[src/rtl/cte_stream_if.sv]
// Stream bundle for the colour transform engine: input words in, converted samples/pixels out.
// The slave view belongs to the engine; the master view to the source/sink environment.
interface cte_stream_if #(
   parameter int unsigned BW = 8
) ();
   logic            in_valid;
   logic            in_ready;
   logic [3*BW-1:0] in_data;
   logic            out_valid;
   logic            out_ready;
   logic [3*BW-1:0] out_data;

   modport master (
      output in_valid, in_data, out_ready,
      input  in_ready, out_valid, out_data
   );

   modport slave (
      input  in_valid, in_data, out_ready,
      output in_ready, out_valid, out_data
   );
endinterface

[src/rtl/cte_stream.sv]
// YUV 4:2:2 <-> RGB colour transform engine with valid/ready input and a FIFO-buffered output.
// Direction is latched at pair boundaries; flush aborts the pair and empties the FIFO.
module cte_stream #(
   parameter int unsigned BW    = 8,
   parameter int unsigned DEPTH = 4
) (
   input  logic                   clk,
   input  logic                   reset,
   input  logic                   mode_i,
   input  logic                   flush_i,
   cte_stream_if.slave            strm_io,
   output logic [$clog2(DEPTH):0] fifo_count_o,
   output logic [1:0]             phase_o
);

   localparam int unsigned AW = $clog2(DEPTH);
   localparam int unsigned DW = 3 * BW;
   localparam int unsigned W  = BW + 7;
   localparam int unsigned W2 = BW + 10;

   localparam logic [AW:0] FullCnt = (AW + 1)'(DEPTH);

   localparam logic signed [W-1:0]  C4   = W'(4);
   localparam logic signed [W-1:0]  C6   = W'(6);
   localparam logic signed [W-1:0]  C13  = W'(13);
   localparam logic signed [W2-1:0] C21  = W2'(21);
   localparam logic signed [W2-1:0] C29  = W2'(29);
   localparam logic signed [W2-1:0] C43  = W2'(43);
   localparam logic signed [W2-1:0] C77  = W2'(77);
   localparam logic signed [W2-1:0] C85  = W2'(85);
   localparam logic signed [W2-1:0] C107 = W2'(107);
   localparam logic signed [W2-1:0] C128 = W2'(128);
   localparam logic signed [W2-1:0] C150 = W2'(150);

   typedef enum logic [1:0] {Ph0, Ph1, Ph2, Ph3} phase_e;

   function automatic logic [BW-1:0] clamp_u(input logic signed [W2-1:0] x);
      if (x[W2-1]) begin
         return '0;
      end else if (|x[W2-2:BW]) begin
         return '1;
      end
      return x[BW-1:0];
   endfunction

   function automatic logic [BW-1:0] clamp_s(input logic signed [W2-1:0] x);
      if (!x[W2-1] && (|x[W2-2:BW-1])) begin
         return {1'b0, {(BW-1){1'b1}}};
      end else if (x[W2-1] && !(&x[W2-2:BW-1])) begin
         return {1'b1, {(BW-1){1'b0}}};
      end
      return x[BW-1:0];
   endfunction

   function automatic logic [DW-1:0] yuv2rgb(input logic [BW-1:0] y, input logic [BW-1:0] u,
                                             input logic [BW-1:0] v);
      logic signed [W-1:0] ys, us, vs, r, g, b;
      ys = signed'(W'(y));
      us = W'(signed'(u));
      vs = W'(signed'(v));
      r  = (ys <<< 3) + C13 * vs + C4;
      g  = (ys <<< 3) - (us <<< 1) - C6 * vs + C4;
      b  = (ys <<< 3) + (us <<< 4) + C4;
      return {clamp_u(W2'(r >>> 3)), clamp_u(W2'(g >>> 3)), clamp_u(W2'(b >>> 3))};
   endfunction

   // Returns {Y, U, V} for one RGB pixel.
   function automatic logic [DW-1:0] rgb2yuv(input logic [DW-1:0] rgb);
      logic signed [W2-1:0] r, g, b, y, u, v;
      r = signed'(W2'(rgb[3*BW-1:2*BW]));
      g = signed'(W2'(rgb[2*BW-1:BW]));
      b = signed'(W2'(rgb[BW-1:0]));
      y = C77 * r + C150 * g + C29 * b + C128;
      u = C128 * b - C43 * r - C85 * g + C128;
      v = C128 * r - C107 * g - C21 * b + C128;
      return {clamp_u(y >>> 8), clamp_s(u >>> 8), clamp_s(v >>> 8)};
   endfunction

   logic [DW-1:0] mem_q [DEPTH];
   logic [AW-1:0] wr_ptr_q, rd_ptr_q;
   logic [AW:0]   count_q;
   phase_e        phase_q;
   logic          pending_q, mode_q;
   logic [BW-1:0] u_q, y_q, v_q;

   logic          full, pop, space, boundary, mode_eff, accept, pend_wr, push;
   logic [BW-1:0] smp, yc, uc, vc;
   logic [DW-1:0] pix, push_data;

   assign full              = (count_q == FullCnt);
   assign strm_io.out_valid = (count_q != '0);
   assign strm_io.out_data  = mem_q[rd_ptr_q];
   assign pop               = strm_io.out_valid & strm_io.out_ready & ~flush_i;
   assign space             = ~full | pop;
   assign boundary          = (phase_q == Ph0) & ~pending_q;
   // At a boundary the incoming mode takes effect for the word accepted in that same cycle.
   assign mode_eff          = boundary ? mode_i : mode_q;
   assign smp               = strm_io.in_data[BW-1:0];
   assign {yc, uc, vc}      = rgb2yuv(strm_io.in_data);
   assign pix               = yuv2rgb((phase_q == Ph3) ? smp : y_q, u_q,
                                      (phase_q == Ph3) ? v_q : smp);

   always_comb begin
      strm_io.in_ready = 1'b0;
      if (!flush_i) begin
         if (mode_eff) begin
            strm_io.in_ready = ~pending_q & space;
         end else begin
            strm_io.in_ready = phase_q[1] ? space : 1'b1;
         end
      end
   end

   assign accept  = strm_io.in_valid & strm_io.in_ready;
   assign pend_wr = pending_q & space & ~flush_i;
   assign push    = pend_wr | (accept & (mode_eff | phase_q[1]));

   always_comb begin
      push_data = '0;
      if (pend_wr) begin
         push_data[BW-1:0] = y_q;
      end else if (mode_eff) begin
         push_data[BW-1:0] = (phase_q == Ph0) ? uc : v_q;
      end else begin
         push_data = pix;
      end
   end

   always_ff @(posedge clk or posedge reset) begin
      if (reset) begin
         phase_q   <= Ph0;
         pending_q <= 1'b0;
         mode_q    <= 1'b0;
         u_q       <= '0;
         y_q       <= '0;
         v_q       <= '0;
      end else if (flush_i) begin
         phase_q   <= Ph0;
         pending_q <= 1'b0;
      end else begin
         mode_q <= mode_eff;
         if (accept) begin
            phase_q <= phase_e'(phase_q + 2'd1);
            if (mode_eff) begin
               // RGB: chroma comes from pixel0 only; luma of either pixel is emitted next cycle.
               pending_q <= 1'b1;
               y_q       <= yc;
               if (phase_q == Ph0) begin
                  v_q <= vc;
               end
            end else begin
               case (phase_q)
                  Ph0:     u_q <= smp;
                  Ph1:     y_q <= smp;
                  Ph2:     v_q <= smp;
                  default: ;
               endcase
            end
         end else if (pend_wr) begin
            pending_q <= 1'b0;
            phase_q   <= phase_e'(phase_q + 2'd1);
         end
      end
   end

   always_ff @(posedge clk or posedge reset) begin
      if (reset) begin
         wr_ptr_q <= '0;
         rd_ptr_q <= '0;
         count_q  <= '0;
         for (int unsigned i = 0; i < DEPTH; i++) begin
            mem_q[i] <= '0;
         end
      end else if (flush_i) begin
         wr_ptr_q <= '0;
         rd_ptr_q <= '0;
         count_q  <= '0;
      end else begin
         if (push) begin
            mem_q[wr_ptr_q] <= push_data;
            wr_ptr_q        <= wr_ptr_q + AW'(1);
         end
         if (pop) begin
            rd_ptr_q <= rd_ptr_q + AW'(1);
         end
         case ({push, pop})
            2'b10:   count_q <= count_q + (AW + 1)'(1);
            2'b01:   count_q <= count_q - (AW + 1)'(1);
            default: ;
         endcase
      end
   end

   assign fifo_count_o = count_q;
   assign phase_o      = phase_q;

endmodule
[src/flat_wrapper.sv]
// flat-port wrapper written by rule: the top's interface ports become plain ports
module cte_stream_flat 
#(
   parameter int unsigned BW    = 8,
   parameter int unsigned DEPTH = 4
)
  (clk, reset, mode_i, flush_i, fifo_count_o, phase_o, strm_io_in_valid, strm_io_in_data, strm_io_out_ready, strm_io_in_ready, strm_io_out_valid, strm_io_out_data);
  cte_stream_if #(.BW(BW)) strm_io_i ();
  input  logic clk;
  input  logic reset;
  input  logic mode_i;
  input  logic flush_i;
  output logic [$clog2(DEPTH):0] fifo_count_o;
  output logic [1:0] phase_o;
  input wire logic [$bits(strm_io_i.in_valid)-1:0] strm_io_in_valid;
  input wire logic [$bits(strm_io_i.in_data)-1:0] strm_io_in_data;
  input wire logic [$bits(strm_io_i.out_ready)-1:0] strm_io_out_ready;
  output wire logic [$bits(strm_io_i.in_ready)-1:0] strm_io_in_ready;
  output wire logic [$bits(strm_io_i.out_valid)-1:0] strm_io_out_valid;
  output wire logic [$bits(strm_io_i.out_data)-1:0] strm_io_out_data;
  assign strm_io_i.in_valid = strm_io_in_valid;
  assign strm_io_i.in_data = strm_io_in_data;
  assign strm_io_i.out_ready = strm_io_out_ready;
  assign strm_io_in_ready = strm_io_i.in_ready;
  assign strm_io_out_valid = strm_io_i.out_valid;
  assign strm_io_out_data = strm_io_i.out_data;
  cte_stream #(.BW(BW), .DEPTH(DEPTH)) u_core (.clk(clk), .reset(reset), .mode_i(mode_i), .flush_i(flush_i), .strm_io(strm_io_i), .fifo_count_o(fifo_count_o), .phase_o(phase_o));
endmodule
[config.mk]
export PLATFORM = sky130hd
export DESIGN_NAME = cte_stream_flat
export DESIGN_NICKNAME = d
export VERILOG_FILES = /design/src/rtl/cte_stream_if.sv /design/src/rtl/cte_stream.sv /design/src/flat_wrapper.sv
export SDC_FILE = /design/constraint.sdc
export NUM_CORES = 1
export LEC_CHECK = 0
export CAP_MARGIN = 20
export CORE_MARGIN = 3
export CORE_UTILIZATION = 41
export DETAILED_ROUTE_END_ITERATION = 10
export PLACE_DENSITY = 0.58
export SLEW_MARGIN = 10
export SYNTH_ARGS = -nofsm -noshare
export SYNTH_HDL_FRONTEND = slang
export SYNTH_SLANG_ARGS = --single-unit
[constraint.sdc]
create_clock -name clk -period 5.57 [get_ports clk]
set_clock_uncertainty 0.2 [all_clocks]
set_input_delay 1.114 -clock clk [delete_from_list [all_inputs] [get_ports clk]]
set_output_delay 1.114 -clock clk [all_outputs]
set_load 0.02 [all_outputs]
==> impl_metrics.toml <==
[logic_synthesis]
synthAdderAreaFrac_pct = 36.3
yosysMostFrequentCell = "ha_1"
syn_nets = 2534
ys_async_sr_fraction_pct = 100
netlist_instances = 2024
muxShareOfSynthArea_pct = 5.08
synth.yosys.warnings = 0
synth-edff-count = 0
yosys.cell_types.count = 87
synth_common_cells = "ha_1, inv_1, nor2_1"
synth_area_leaders = "ha_1, dfrtp_1, fa_1"
synth_top_area_share_pct = 25.9
yosysSeqAreaShare_pct = 17.7
synth_compound_area_share_pct = 17.4
synthXorXnorAreaFrac_pct = 5.20
synth-seq-cells = 131
synth_flop_cell = "dfrtp_1"
synthesis.area_um2 = 18500
yosys.area_share.simple_pct = 11.6
yosysTopAreaCell = "ha_1"
synth_top_family_by_area = "adder cells"
syn_avg_cell_area_um2 = 9.16

[global_route]
antenna_found_initial = 0
grt_remaining_overflow = 0
grt_pass1_wl_mm = 89.0
grt_pass1_vias = 17400
grt_max_degree = 71
grt_use_total_pct = 23.2

[critical_path]
cp.required_ns = 5.68
crit_path_max_fanout = 6
path_class = "input pin to flop"
critPathMostFrequentCell = "ha_4"
cp_slowest_cell = "fa_1"
cp-end-kind = "flop"
startpoint = "strm_io_in_data[9]"
cp_slowest_stage_delay_ns = 0.48
cp_top_family = "adder cells"
crit_arrival_ns = 6.72
r2r_start = "u_core.phase_o[1]$_DFFE_PP0P_"
cp-start-kind = "input pin"
critical_path_buf_inv_count = 4

[placed_design]
gp_congestion = 0.972
placedCellCount = 3062
dp_hpwl_mm = 44.6
port_buffers = 60
postPlaceCellArea_um2 = 23400

[timing]
setup_violations = 48
fmax_mhz = 151
period_share_pct = 119
layout_min_cycle_time_ns = 6.61
slew_headroom_pct = 30.9
rsz0062_at_grt = "yes"
tightestPinTransition_ns = 1.03
setup_ws_ns = -1.04
slew_violations = 0
hold_viol_final = 0

[worst_hold_path]
hold_class = "flop to flop"
hold_path_startpoint = "u_core.mem_q[3]$_DFFE_PP0P_"

[detailed_routing]
wl_per_cell_um = 17.5
drt_iter0_drc = 730
ant_nets = 0
num_vias = 16700
routed_wl_mm = 54.9
first_pass_iters = 6
drc = 0
viasPerCell = 5.31

[floorplanning]
io_pins = 61
die_h_um = 219
start_util_pct = 41.7
core_area_um2 = 44400
dieArea_um2 = 47800
die_x_um = 219
rows = 77

[clock_tree]
clk_pin_slew_ns = 0.06
cts_made_buffers = 17
max-clock-path-buffers = 2
hold_buffers = 0
htreeDepth = 4
cts.sinks = 131
cts_tree = "done"
cts_root_buf = "clkbuf_16"
clk_latency_ns = 0.43

[job]
drv_cap = 0

[finish]
final_area_um2 = 26300
syn2layout_area_growth_pct = 41.9
drive_gt1_share_pct = 35.9
fillerInstances = 3812
post_layout_nonfiller_instances = 3144
post-route-util_pct = 59.2
antenna_cells = 0
layout.nets = 3049

[status]
outcome = "complete, but fails checks"
violations = "negative setup slack"
==> stage by stage <==
step | TNS, ns | hold slack (ns) | setup slack (ns)
after global placement | -153.65 | 0.257 | -2.11
after CTS | -46.18 | 0.278 | -1.07
after floorplan | -43.37 | 0.243 | -1.13
final | -42.81 | 0.278 | -1.04
after global routing | -53.58 | 0.308 | -1.27
after detailed placement | -162.80 | 0.264 | -2.23
==> layout by cell type (no fill, tap or decap), types with 20 or more instances in the layout <==
cell / netlist / layout
a21o_1: 28 / 28
a21oi_1: 88 / 62
a21oi_2: 4 / 22
a311oi_2: 0 / 21
buf_4: 0 / 462
buf_6: 1 / 23
clkdlybuf4s50_1: 0 / 37
dfrtp_1: 131 / 131
fa_1: 96 / 89
ha_1: 384 / 300
ha_4: 0 / 81
inv_1: 278 / 250
inv_2: 0 / 21
mux2_2: 30 / 20
mux4_2: 24 / 24
nand2_1: 116 / 104
nand3_1: 38 / 32
nor2_1: 150 / 134
nor3_1: 35 / 31
o21a_1: 30 / 29
o21ai_0: 104 / 64
o21ai_1: 6 / 24
xnor2_1: 74 / 63
xor2_1: 36 / 33
==> worst min-delay path, stage by stage (launching register included) <==
cell	delay (ns)
dfrtp_1	0.34
nand2_1	0.05
o31ai_1	0.06
==> sequential cells by signal, summed over array words and instances (netlist names) <==
name	count
u_core.mode_q	1
u_core.wr_ptr_q	2
u_core.y_q	8
u_core.u_q	8
u_core.fifo_count_o	3
u_core.pending_q	1
u_core.mem_q	96
u_core.v_q	8
u_core.phase_o	2
u_core.rd_ptr_q	2
==> metal layers <==
| layer | vias up | GRT usage [%] | part of all wire (%) |
|---|---|---|---|
| met1 | 8157 | 28.3 | 43 |
| met2 | 246 | 43.3 | 52 |
| met3 | 71 | 1.78 | 2.2 |
| li1 | 8211 | - | - |
| met4 | 0 | 7.00 | 2.9 |
| met5 | - | 0 | 0 |
==> repair_timing <==
action                     4_1_cts  5_1_grt
setup endpoints to repair      112      112
cloned                           3        0
resized for setup              308      134
pin swaps                      147      117
setup buffers                   33       19
==> cells by family after synthesis <==
group	after synthesis
adders and majority gates	480
AOI/OAI and AO/OA	463
and+or+nand+nor	453
buffers and inverters	328
DFF	131
xor gates and xnor gates	110
muxes	59
==> layout make-up <==
type	count	area (µm²)	share of cell area, %
timing repair buffer	545	4420	16.8
clock inverter	13	126	0.480
multi-input combinational	1565	16200	61.7
tap	592	741	2.82
inverter	279	1070	4.07
sequential	131	3280	12.5
clock buffer	19	433	1.65
==> worst paths after layout <==
path / end / slack [ns] / depth (start not counted)
max in group asynchronous: u_core.u_q[6]$_DFFE_PP0P_ / 3.24 / 3
worst max-delay path: u_core.mem_q[26]$_DFFE_PP0P_ / -1.04 / 26
worst max register to register: u_core.mem_q[69]$_DFFE_PP0P_ / 0.20 / 26
min in group asynchronous: u_core.mem_q[23]$_DFFE_PP0P_ / 1.04 / 2
worst min register to register: u_core.mem_q[3]$_DFFE_PP0P_ / 0.28 / 2
worst min-delay path: u_core.mem_q[3]$_DFFE_PP0P_ / 0.28 / 2
Power is not shown: default switching activity piles up to over one toggle a cycle in this logic, so the estimate is an artifact.
